[src/rtl/acq_frame_sequencer_pkg.sv]
// Shared definitions for the acquisition frame sequencer:
// state codes, control/status field positions and status packing.
package acq_frame_sequencer_pkg;

    typedef enum logic [1:0] {
        ST_IDLE = 2'd0,
        ST_ARM  = 2'd1,
        ST_RUN  = 2'd2,
        ST_DONE = 2'd3
    } seq_state_t;

    localparam int CTRL_ENABLE  = 0;
    localparam int CTRL_CLEAR   = 1;
    localparam int CTRL_CONT    = 2;
    localparam int CTRL_NFR_LSB = 16;
    localparam int NFR_W        = 16;

    localparam int STAT_STATE_LSB = 0;
    localparam int STAT_DONE      = 2;
    localparam int STAT_ABORT     = 3;
    localparam int STAT_OVERRUN   = 4;
    localparam int STAT_COUNT_LSB = 8;
    localparam int COUNT_W        = 24;

    function automatic logic [31:0] pack_status(
        input seq_state_t         st,
        input logic               done,
        input logic               abort,
        input logic               overrun,
        input logic [COUNT_W-1:0] count
    );
        logic [31:0] s;
        s = '0;
        s[STAT_STATE_LSB +: 2]       = st;
        s[STAT_DONE]                 = done;
        s[STAT_ABORT]                = abort;
        s[STAT_OVERRUN]              = overrun;
        s[STAT_COUNT_LSB +: COUNT_W] = count;
        return s;
    endfunction

endpackage

[src/rtl/acq_frame_sequencer_timer.sv]
// Frame slot period counter; runs only while the sequencer is in RUN
// and reports the last cycle of a slot and the start of the next one.
module frame_period_timer #(
    parameter int CYCLES_PER_FRAME = 2800
) (
    input  logic clk,
    input  logic rst,
    input  logic run,
    input  logic start,
    output logic slot,
    output logic tc
);

    localparam int W = (CYCLES_PER_FRAME > 1) ? $clog2(CYCLES_PER_FRAME) : 1;
    localparam logic [W-1:0] LAST = W'(CYCLES_PER_FRAME - 1);

    logic [W-1:0] period_cnt;

    assign tc = run && (period_cnt == LAST);
    // slot means a new slot begins in the following cycle
    assign slot = start || tc;

    always_ff @(posedge clk) begin
        if (rst) begin
            period_cnt <= '0;
        end else if (run && !tc) begin
            period_cnt <= period_cnt + 1'b1;
        end else begin
            period_cnt <= '0;
        end
    end

endmodule

[src/rtl/acq_frame_sequencer.sv]
// Acquisition frame sequencer: arms on enable, issues periodic
// frame_start strobes for the SPI engine and reports status.
module acq_frame_sequencer
    import acq_frame_sequencer_pkg::*;
#(
    parameter int CYCLES_PER_FRAME = 2800,
    parameter int ARM_CYCLES       = 4
) (
    input  logic        pl_clk,
    input  logic        pl_rst,
    input  logic [31:0] control_reg_pl,
    input  logic        spi_busy,
    output logic        frame_start,
    output logic [31:0] status_reg_pl
);

    localparam int AW = (ARM_CYCLES > 1) ? $clog2(ARM_CYCLES) : 1;
    localparam logic [AW-1:0] ARM_LAST = AW'(ARM_CYCLES - 1);

    seq_state_t         state;
    logic               en_q;
    logic               clr_q;
    logic [AW-1:0]      arm_cnt;
    logic               cfg_cont;
    logic [NFR_W-1:0]   cfg_n;
    logic [NFR_W-1:0]   slot_cnt;
    logic               done_sticky;
    logic               abort_sticky;
    logic               overrun_sticky;
    logic [COUNT_W-1:0] frame_count;

    logic               enable;
    logic               clear;
    logic               cont;
    logic [NFR_W-1:0]   nfr;
    logic               unused_ctrl;

    logic en_rise;
    logic en_fall;
    logic clr_edge;
    logic arm_end;
    logic arm_empty;
    logic run_start;
    logic fin_end;
    logic slot;
    logic tc;
    logic slot_start;

    assign enable      = control_reg_pl[CTRL_ENABLE];
    assign clear       = control_reg_pl[CTRL_CLEAR];
    assign cont        = control_reg_pl[CTRL_CONT];
    assign nfr         = control_reg_pl[CTRL_NFR_LSB +: NFR_W];
    assign unused_ctrl = ^control_reg_pl[CTRL_NFR_LSB-1:CTRL_CONT+1];

    assign en_rise  = enable && !en_q;
    assign en_fall  = !enable && en_q;
    assign clr_edge = clear && !clr_q;

    assign arm_end   = (state == ST_ARM) && (arm_cnt == ARM_LAST) && !en_fall;
    assign arm_empty = !cont && (nfr == '0);
    assign run_start = arm_end && !arm_empty;
    assign fin_end   = (state == ST_RUN) && !cfg_cont
                     && (slot_cnt == cfg_n) && tc;
    // a slot is only opened if the run is not ending on this edge
    assign slot_start = slot && !en_fall && !fin_end;

    frame_period_timer #(
        .CYCLES_PER_FRAME(CYCLES_PER_FRAME)
    ) u_timer (
        .clk  (pl_clk),
        .rst  (pl_rst),
        .run  (state == ST_RUN),
        .start(run_start),
        .slot (slot),
        .tc   (tc)
    );

    always_ff @(posedge pl_clk) begin
        if (pl_rst) begin
            state          <= ST_IDLE;
            en_q           <= 1'b0;
            clr_q          <= 1'b0;
            arm_cnt        <= '0;
            cfg_cont       <= 1'b0;
            cfg_n          <= '0;
            slot_cnt       <= '0;
            done_sticky    <= 1'b0;
            abort_sticky   <= 1'b0;
            overrun_sticky <= 1'b0;
            frame_count    <= '0;
            frame_start    <= 1'b0;
            status_reg_pl  <= '0;
        end else begin
            en_q          <= enable;
            clr_q         <= clear;
            frame_start   <= slot_start && !spi_busy;
            status_reg_pl <= pack_status(state, done_sticky, abort_sticky,
                                         overrun_sticky, frame_count);

            if (clr_edge) begin
                frame_count    <= '0;
                overrun_sticky <= 1'b0;
            end else begin
                if (slot_start && !spi_busy) begin
                    frame_count <= frame_count + 1'b1;
                end
                if (slot_start && spi_busy) begin
                    overrun_sticky <= 1'b1;
                end
            end

            if (arm_end) begin
                slot_cnt <= NFR_W'(run_start);
            end else if (slot_start) begin
                slot_cnt <= slot_cnt + 1'b1;
            end

            unique case (state)
                ST_IDLE: begin
                    if (en_rise) begin
                        state        <= ST_ARM;
                        arm_cnt      <= '0;
                        done_sticky  <= 1'b0;
                        abort_sticky <= 1'b0;
                    end
                end
                ST_ARM: begin
                    if (en_fall) begin
                        state <= ST_IDLE;
                    end else begin
                        arm_cnt <= arm_cnt + 1'b1;
                        if (arm_end) begin
                            cfg_cont <= cont;
                            cfg_n    <= nfr;
                            if (arm_empty) begin
                                state       <= ST_DONE;
                                done_sticky <= 1'b1;
                            end else begin
                                state <= ST_RUN;
                            end
                        end
                    end
                end
                ST_RUN: begin
                    if (en_fall) begin
                        state        <= ST_IDLE;
                        abort_sticky <= 1'b1;
                    end else if (fin_end) begin
                        state       <= ST_DONE;
                        done_sticky <= 1'b1;
                    end
                end
                ST_DONE: begin
                    if (en_fall) begin
                        state <= ST_IDLE;
                    end
                end
            endcase
        end
    end

endmodule

[config.mk]
export PLATFORM = sky130hd
export DESIGN_NAME = acq_frame_sequencer
export DESIGN_NICKNAME = d
export VERILOG_FILES = /design/src/rtl/acq_frame_sequencer_pkg.sv /design/src/rtl/acq_frame_sequencer_timer.sv /design/src/rtl/acq_frame_sequencer.sv
export SDC_FILE = /design/constraint.sdc
export NUM_CORES = 1
export LEC_CHECK = 0
export ABC_AREA = 0
export BUFFER_PORTS_ARGS = -buffer_cell sky130_fd_sc_hd__clkbuf_2
export CELL_PAD_IN_SITES_DETAIL_PLACEMENT = 0
export CELL_PAD_IN_SITES_GLOBAL_PLACEMENT = 1
export CORE_ASPECT_RATIO = 0.8
export CORE_MARGIN = 8
export CORE_UTILIZATION = 44
export CTS_CLUSTER_DIAMETER = 150
export CTS_CLUSTER_SIZE = 28
export DETAILED_ROUTE_END_ITERATION = 16
export MAX_ROUTING_LAYER = met4
export PLACE_DENSITY_LB_ADDON = 0.1
export SLEW_MARGIN = 20
export SYNTH_ARGS = -nofsm -noshare
export SYNTH_HDL_FRONTEND = slang
export SYNTH_SLANG_ARGS = --single-unit
export TNS_END_PERCENT = 50
[constraint.sdc]
create_clock -name pl_clk -period 2.5 [get_ports pl_clk]
set_clock_uncertainty 0.05 [all_clocks]
set_input_delay 0.25 -clock pl_clk [delete_from_list [all_inputs] [get_ports pl_clk]]
set_output_delay 0.25 -clock pl_clk [all_outputs]
set_load 0.05 [all_outputs]
==> metrics.md, run 1 <==
| Metric | Value |
|---|---|
| Total placed instance area | `5570 um^2` |
| Largest family of logic cells by synthesized area | `simple AND/OR/NAND/NOR gates` |
| Kind of start point of the critical path | `flop` |
| Vert. Die Dim | `113 um` |
| Number of antenna cells inserted | `0` |
| Worst Hold Class | `input port to flop` |
| Global-route wire length before repair | `18.9 mm` |
| Final non-filler cell total | `771` |
| Floorplan die width | `137 um` |
| WS Path Type | `flop to flop` |
| Internal reg-to-reg setup slack | `0.16 ns` |
| CTS tree | `done` |
| I/O Buffers | `51` |
| Final TNS setup | `0 ns` |
| Most frequently used flop master after synthesis | `sky130_fd_sc_hd__dfxtp_1` |
| Worst Hold Path EP | `cfg_n[8]` |
| Vias after detailed routing | `3,975` |
| Fraction of the mapped netlist area in simple logic gates | `26.0%` |
| Count of final max-slew check failures | `0` |
| Ratio of final minimum period to clock period | `93.5%` |
| Minimum hold slack | `0.0830 ns` |
| Timing startpoint of the critical path | `frame_count[0]` |
| Area fraction in compound gates after synthesis | `12.4%` |
| Warning count from the yosys run | `0` |
| Post-cts sizing count | `0` |
| Max_cap viols | `0` |
| DP Cell Count | `755` |
| LEAKAGE | `2.21 nW` |
| Initial antenna violation count | `0` |
| Worst reg-to-reg path cell count | `6` |
| Hold path start | `control_reg_pl[24]` |
| Area of the placeable core | `11,500 um^2` |
| Clock-pin slew on the worst setup and hold paths | `0.07 ns` |
| Detail Route Antenna Nets | `0` |
| Clk Latency, worst-skew pair | `0.34 ns` |
| Number of vias per cell after detailed routing | `5.16` |
| DR WL/cell | `14.4 um` |
| Number of clock sinks seen by CTS | `108` |
| Number of placement rows | `35` |
| Filler Cell Count | `1,128` |
| Cell area after layout | `5880 um^2` |
| Cell area after synthesis | `5160 um^2` |
| Clock tree root buffer cell | `sky130_fd_sc_hd__clkbuf_16` |
| Post-layout min period | `2.34 ns` |
| Post-layout nets | `662` |
| Mux cell area share after synthesis | `7.60%` |
| Wire length after detailed routing | `11.1 mm` |
| Number of storage elements in the synthesis netlist | `108` |
| Total iterations of the first detailed-routing run | `5` |
| Post-DP HPWL | `7.88 mm` |
| Crit path DAT | `2.56 ns` |
| DRC violation total after the first TritonRoute iteration | `165` |
| Power density over the cells | `614 nW/um^2` |
| Fraction of layout instances using a drive strength above 1 | `19.6%` |
| Post-synth EDFFs | `0` |
| Avg Cell Area, Syn | `9.01 um^2` |
| Number of buffers added for setup after CTS | `0` |
| Proportion of synthesized chip area in sequential cells | `41.9%` |
| Number of H-tree levels | `3` |
| CTS Hold Buffers Added | `0` |
| Total setup violations reported at the end of the flow | `0` |
| Maximum number of pins on one net before global-route repair | `50` |
| Worst R2R End | `frame_count[18]` |
| Outcome | `completed` |
| Required time of the worst setup path | `2.72 ns` |
| Number of global-route vias before repair | `3,881` |
| Type of element capturing the critical path | `flop` |
| Total routing usage reported by global routing | `15.4%` |
| Top-level I/O count | `68` |
| Layout Area Growth over Synthesis | `14.0%` |
| Count of mapped cells out of synthesis | `572` |
| Number of DRC violations after detailed routing | `0` |
| Synthesized-area fraction occupied by adder cells | `2.38%` |
| Maximum buffer depth of the clock tree | `2` |
| Starting density of the core | `44.9%` |
| Area fraction of the dominant cell type after synthesis | `41.9%` |
| Num CTS Buffers | `9` |
| Worst reg2reg startpoint | `frame_count[0]` |
| IR drop worst, VDD | `0.300 mV` |
| Xor/xnor share of the synthesized area | `4.42%` |
| Core occupancy in the finished layout | `51.3%` |
| Largest fanout on the critical path | `6` |
| Unrepaired setup endpoints after global routing | `false` |
| Main area contributors after synthesis | `sky130_fd_sc_hd__dfxtp_1 42%, sky130_fd_sc_hd__mux2i_1 7.4%, sky130_fd_sc_hd__nand2_1 7.4%, sky130_fd_sc_hd__nor2b_1 3.3%, sky130_fd_sc_hd__xor2_1 2.9%` |
| Fraction of registers with async set/reset | `0%` |
| Area of the die | `15,500 um^2` |
| Hold path cells | `3` |
| Number of hold violations in the final report | `0` |
| Peak clock frequency supported by timing | `0.428 GHz` |
| Cell type contributing the most total cell area after synthesis | `sky130_fd_sc_hd__dfxtp_1` |
| Gpl congestion | `0.778` |
| Count of different cell masters after synthesis | `57` |
| GRT overflow | `0` |
==> Yosys cell counts (3+ instances only) <==
| master | n |
|---|---|
| sky130_fd_sc_hd__a2111oi_2 | 8 |
| sky130_fd_sc_hd__a211oi_1 | 9 |
| sky130_fd_sc_hd__a21oi_1 | 29 |
| sky130_fd_sc_hd__a21oi_2 | 10 |
| sky130_fd_sc_hd__and3_1 | 9 |
| sky130_fd_sc_hd__and4_1 | 3 |
| sky130_fd_sc_hd__buf_4 | 6 |
| sky130_fd_sc_hd__clkbuf_1 | 24 |
| sky130_fd_sc_hd__dfxtp_1 | 108 |
| sky130_fd_sc_hd__ha_1 | 9 |
| sky130_fd_sc_hd__inv_1 | 13 |
| sky130_fd_sc_hd__mux2i_1 | 38 |
| sky130_fd_sc_hd__nand2_1 | 101 |
| sky130_fd_sc_hd__nand2b_1 | 23 |
| sky130_fd_sc_hd__nand3_1 | 16 |
| sky130_fd_sc_hd__nand4_1 | 6 |
| sky130_fd_sc_hd__nor2_1 | 29 |
| sky130_fd_sc_hd__nor2b_1 | 27 |
| sky130_fd_sc_hd__nor3_1 | 4 |
| sky130_fd_sc_hd__nor4_2 | 3 |
| sky130_fd_sc_hd__o21ai_0 | 8 |
| sky130_fd_sc_hd__or3_1 | 18 |
| sky130_fd_sc_hd__or3_4 | 3 |
| sky130_fd_sc_hd__or4_1 | 3 |
| sky130_fd_sc_hd__xnor2_1 | 9 |
| sky130_fd_sc_hd__xor2_1 | 17 |
==> critical path, stage by stage (launching register included) <==
cell	delay (ns)
sky130_fd_sc_hd__dfxtp_1	0.42
sky130_fd_sc_hd__ha_1	0.21
sky130_fd_sc_hd__nand3_1	0.13
sky130_fd_sc_hd__or3_1	0.44
sky130_fd_sc_hd__or3_4	0.41
sky130_fd_sc_hd__a2111oi_2	0.39
sky130_fd_sc_hd__mux2i_1	0.22
==> how the worst max path moves through the flow <==
stage,slack (ns),depth (start not counted),end
floorplan,0.27,9,frame_count[22]
global placement,0.14,7,done_sticky
detailed placement,0.07,7,done_sticky
CTS,0.05,7,done_sticky
global route,0.05,7,done_sticky
finish,0.16,6,frame_count[18]
==> logic make-up after synthesis <==
logic type               after synthesis
adder cells (fa/ha/maj)               10
XOR/XNOR                              26
AND/OR/NAND/NOR                      258
multiplexers                          39
AO/OA/AOI/OAI                         81
other                                  1
buffers and inverters                 49
flip-flops                           108
==> per-stage QoR <==
| stage | setup WS (ns) | power (mW) |
|---|---|---|
| 2_1_floorplan | 0.266 | 2.09 |
| 3_3_place_gp | 0.143 | 2.19 |
| 3_5_place_dp | 0.0677 | 2.20 |
| 4_1_cts | 0.0482 | 3.66 |
| 5_1_grt | 0.0476 | 3.76 |
| 6_report | 0.162 | 3.61 |
==> cell type report <==
cell class | count | area [um^2] | area share (%)
multi-input cells | 417 | 2750 | 46.8
flip-flops and latches | 108 | 2160 | 36.8
repair buffers | 69 | 428 | 7.28
clock buffers | 12 | 256 | 4.36
well taps | 148 | 185 | 3.15
inverters | 13 | 48.8 | 0.830
clock inverters | 4 | 47.5 | 0.809
==> cell usage in the layout (no fill, tap or decap), types with 2 or more instances in the layout <==
master	instances
sky130_fd_sc_hd__inv_1	13
sky130_fd_sc_hd__and4_1	3
sky130_fd_sc_hd__a21boi_0	2
sky130_fd_sc_hd__o21ai_0	8
sky130_fd_sc_hd__xnor2_1	9
sky130_fd_sc_hd__nand4_1	6
sky130_fd_sc_hd__clkbuf_16	9
sky130_fd_sc_hd__nand2_1	101
sky130_fd_sc_hd__clkbuf_2	51
sky130_fd_sc_hd__or4_1	3
sky130_fd_sc_hd__nand3_1	16
sky130_fd_sc_hd__buf_4	15
sky130_fd_sc_hd__xor2_1	17
sky130_fd_sc_hd__conb_1	3
sky130_fd_sc_hd__clkbuf_8	2
sky130_fd_sc_hd__nand3_2	2
sky130_fd_sc_hd__buf_12	3
sky130_fd_sc_hd__a2111oi_2	8
sky130_fd_sc_hd__nor3_1	4
sky130_fd_sc_hd__nand2b_1	23
sky130_fd_sc_hd__mux2i_1	38
sky130_fd_sc_hd__ha_1	9
sky130_fd_sc_hd__and2_1	2
sky130_fd_sc_hd__nor2b_1	27
sky130_fd_sc_hd__nor4_1	2
sky130_fd_sc_hd__a21boi_1	2
sky130_fd_sc_hd__a21oi_1	28
sky130_fd_sc_hd__nor4_2	2
sky130_fd_sc_hd__and3_1	9
sky130_fd_sc_hd__nor2_1	29
sky130_fd_sc_hd__or3_4	3
sky130_fd_sc_hd__clkinv_2	2
sky130_fd_sc_hd__dfxtp_1	108
sky130_fd_sc_hd__a21oi_2	10
sky130_fd_sc_hd__a211oi_1	9
sky130_fd_sc_hd__or3_1	18
sky130_fd_sc_hd__o211ai_1	2
==> flip-flops by register name, indices dropped and copies added, names as in the netlist <==
register,cells
abort_sticky,1
arm_cnt,2
cfg_cont,1
cfg_n,16
clr_q,1
done_sticky,1
en_q,1
frame_count,24
frame_start,1
overrun_sticky,1
slot_cnt,16
state,2
status_reg_pl,29
u_timer.period_cnt,12
==> report_power, final <==
part | switching [mW] | total (mW) | leakage [nW] | internal, mW
sequential | 0.0197 | 1.77 | 0.871 | 1.75
clock | 0.620 | 1.45 | 0.149 | 0.829
combinational | 0.248 | 0.389 | 1.19 | 0.141
==> per-layer routing <==
layer  wire length, um  up-vias  global-route usage [%]
met5                 0        -                       -
met4               112        0                    3.47
met3               355       12                    3.85
met2              4920       50                    23.0
met1              5740     1883                    20.5
li1                  -     2030                       -
No activity file was read; power rests on OpenSTA's default activity.
==> run 2, diff against run 1 <==
CORE_MARGIN = not set   (was 8)
SETUP_SLACK_MARGIN = 0.02   (was not set)
==> metrics.md, run 2 (same netlist as run 1, synthesis figures left out) <==
| Metric | Value |
|---|---|
| Starting density of the core | `46.3% (was 44.9%)` |
| Number of antenna cells inserted | `0 (unchanged)` |
| Number of H-tree levels | `3 (unchanged)` |
| Kind of cell with the highest combined delay on the critical path | `simple AND/OR/NAND/NOR gates (unchanged)` |
| Total iterations of the first detailed-routing run | `4 (was 5)` |
| Global Route met2 Usage | `27.6% (was 23.0%)` |
| CTS tree | `done (unchanged)` |
| Global-route wire length before repair | `17.9 mm (was 18.9 mm)` |
| Number of vias per cell after detailed routing | `5.18 (was 5.16)` |
| Top Usage Layer GRT | `met2 (unchanged)` |
| Worst reg2reg startpoint | `slot_cnt[0] (was frame_count[0])` |
| Post-layout min period | `2.39 ns (was 2.34 ns)` |
| DR WL/cell | `13.7 um (was 14.4 um)` |
| Met3 usage | `5.27% (was 3.85%)` |
| Num CTS Buffers | `9 (unchanged)` |
| Number of global-route vias before repair | `3,665 (was 3,881)` |
| Initial antenna violation count | `0 (unchanged)` |
| Required time of the worst setup path | `2.69 ns (was 2.72 ns)` |
| Number of hold violations in the final report | `0 (unchanged)` |
| Ordered list of cells on the worst path | `xor2_1, nor4_2, nand3_2, or3_1, a221oi_2, mux2_2 (was ha_1, nand3_1, or3_1, or3_4, a2111oi_2, mux2i_1)` |
| Most frequent cells in the layout | `108 x sky130_fd_sc_hd__dfxtp_1, 101 x sky130_fd_sc_hd__nand2_1, 51 x sky130_fd_sc_hd__clkbuf_2 (unchanged)` |
| WS Path Type | `flop to flop (unchanged)` |
| Gpl congestion | `0.797 (was 0.778)` |
| Max_cap viols | `0 (unchanged)` |
| Detail Route Antenna Nets | `0 (unchanged)` |
| Floorplan die width | `123 um (was 137 um)` |
| Area of the placeable core | `11,100 um^2 (was 11,500 um^2)` |
| Ratio of final minimum period to clock period | `95.7% (was 93.5%)` |
| Vias after detailed routing | `3,980 (was 3,975)` |
| Number of clock sinks seen by CTS | `108 (unchanged)` |
| Type of element capturing the critical path | `flop (unchanged)` |
| Area of the die | `12,200 um^2 (was 15,500 um^2)` |
| Layout Area Growth over Synthesis | `13.9% (was 14.0%)` |
| Total routing usage reported by global routing | `19.4% (was 15.4%)` |
| Clock tree root buffer cell | `sky130_fd_sc_hd__clkbuf_16 (unchanged)` |
| Clock-pin slew on the worst setup and hold paths | `0.07 ns (about the same)` |
| Most common library cell in the layout ignoring fill and taps | `sky130_fd_sc_hd__dfxtp_1 (unchanged)` |
| GR met1 Demand/Resource | `26.8% (was 20.5%)` |
| Power density over the cells | `614 nW/um^2 (about the same)` |
| Hold path start | `control_reg_pl[26] (was control_reg_pl[24])` |
| Wire length after detailed routing | `10.5 mm (was 11.1 mm)` |
| Internal reg-to-reg setup slack | `0.11 ns (was 0.16 ns)` |
| Cell area after layout | `5870 um^2 (was 5880 um^2)` |
| DRC violation total after the first TritonRoute iteration | `211 (was 165)` |
| I/O Buffers | `51 (unchanged)` |
| Top-level I/O count | `68 (unchanged)` |
| Number of DRC violations after detailed routing | `0 (unchanged)` |
| Timing startpoint of the critical path | `slot_cnt[0] (was frame_count[0])` |
| Total setup violations reported at the end of the flow | `0 (unchanged)` |
| Outcome | `completed (unchanged)` |
| Buffers and inverters on the worst path | `0 (unchanged)` |
| Post-layout nets | `663 (was 662)` |
| CTS Hold Buffers Added | `0 (unchanged)` |
| Final TNS setup | `0 ns (unchanged)` |
| IR drop worst, VDD | `0.348 mV (was 0.300 mV)` |
| Clk Latency, worst-skew pair | `0.35 ns (was 0.34 ns)` |
| Number of placement rows | `34 (was 35)` |
| Most flop-heavy register | `status_reg_pl (unchanged)` |
| Fraction of layout instances using a drive strength above 1 | `19.7% (was 19.6%)` |
| Crit path DAT | `2.58 ns (was 2.56 ns)` |
| LEAKAGE | `2.20 nW (was 2.21 nW)` |
| Count of final max-slew check failures | `0 (unchanged)` |
| GRT overflow | `0 (unchanged)` |
| Biggest regs | `status_reg_pl (29), frame_count (24) (unchanged)` |
| Worst Hold Class | `input port to flop (unchanged)` |
| Kind of start point of the critical path | `flop (unchanged)` |
| Largest fanout on the critical path | `4 (was 6)` |
| Peak clock frequency supported by timing | `0.418 GHz (was 0.428 GHz)` |
| Delay of the slowest critical-path stage | `0.45 ns (was 0.44 ns)` |
| Unrepaired setup endpoints after global routing | `false (unchanged)` |
| Cell type of the slowest stage on the worst timing path | `sky130_fd_sc_hd__or3_1 (unchanged)` |
| Maximum buffer depth of the clock tree | `2 (unchanged)` |
| Maximum number of pins on one net before global-route repair | `50 (unchanged)` |
| Least-Margin Pin Slew | `0.683 ns` |
| Post-DP HPWL | `7.40 mm (was 7.88 mm)` |
| Total placed instance area | `5560 um^2 (was 5570 um^2)` |
| Final Total Pwr | `3.60 mW (was 3.61 mW)` |
| Worst-case headroom to the max-slew limit | `54.4%` |
| Minimum hold slack | `0.0717 ns (was 0.0830 ns)` |
| Vert. Die Dim | `98.8 um (was 113 um)` |
| Max reg flops | `29 (unchanged)` |
==> run 2: cell count changes in the layout (fill, tap and decap cells not counted) <==
cell and delta:
sky130_fd_sc_hd__buf_12 -1, sky130_fd_sc_hd__buf_4 +2, sky130_fd_sc_hd__clkbuf_8 -1, sky130_fd_sc_hd__clkinv_2 -1, sky130_fd_sc_hd__clkinv_4 +3, sky130_fd_sc_hd__clkinvlp_4 -1
==> run 2: power by group <==
part	total, mW	switching, mW	internal, mW
Clock	1.45	0.640	0.808
Combinational	0.386	0.246	0.140
Sequential	1.77	0.0195	1.75
Total	3.60	0.905	2.70
==> run 2: worst paths after layout <==
kind / endpoint / cells after the start
worst max-delay path: done_sticky / 6
worst min-delay path: cfg_n[10] / 3
worst max register to register: done_sticky / 6
worst min register to register: u_timer.period_cnt[0] / 1
==> run 2: layout make-up <==
| class | instances | area (um^2) |
|---|---|---|
| Fill cell | 1048 | 5280 |
| Multi-Input combinational cell | 417 | 2750 |
| Sequential cell | 108 | 2160 |
| Timing Repair Buffer | 70 | 423 |
| Clock buffer | 11 | 243 |
| Tap cell | 144 | 180 |
| Clock inverter | 5 | 61.3 |
| Inverter | 13 | 48.8 |
==> run 2: tightest hold or removal path, cell delays in order <==
cell                       delay [ns]
sky130_fd_sc_hd__clkbuf_2        0.09
sky130_fd_sc_hd__nand2_1         0.05
sky130_fd_sc_hd__a21oi_1         0.05
==> run 2: layer usage <==
layer / up-vias / wire length (um) / share of wire, %
li1: 2043 / - / -
met1: 1864 / 5650 / 54
met2: 65 / 4380 / 42
met3: 8 / 406 / 3.8
met4: 0 / 113 / 1.1
met5: - / 0 / 0
==> run 2: per-stage QoR <==
stage / cells / setup slack (ns) / util, %
floorplan: 574 / 0.266 / -
global placement: 752 / 0.138 / 49.9
detailed placement: 752 / 0.106 / 49.9
CTS: 768 / 0.0792 / 52.6
global route: 768 / 0.0331 / 52.7
finish: 768 / 0.107 / 52.7
==> run 2: what timing repair did <==
| action | CTS | global route |
|---|---|---|
| endpoints found under the setup margin | 0 | 9 |
| buffers inserted | 0 | 0 |
| resized for setup | 0 | 1 |
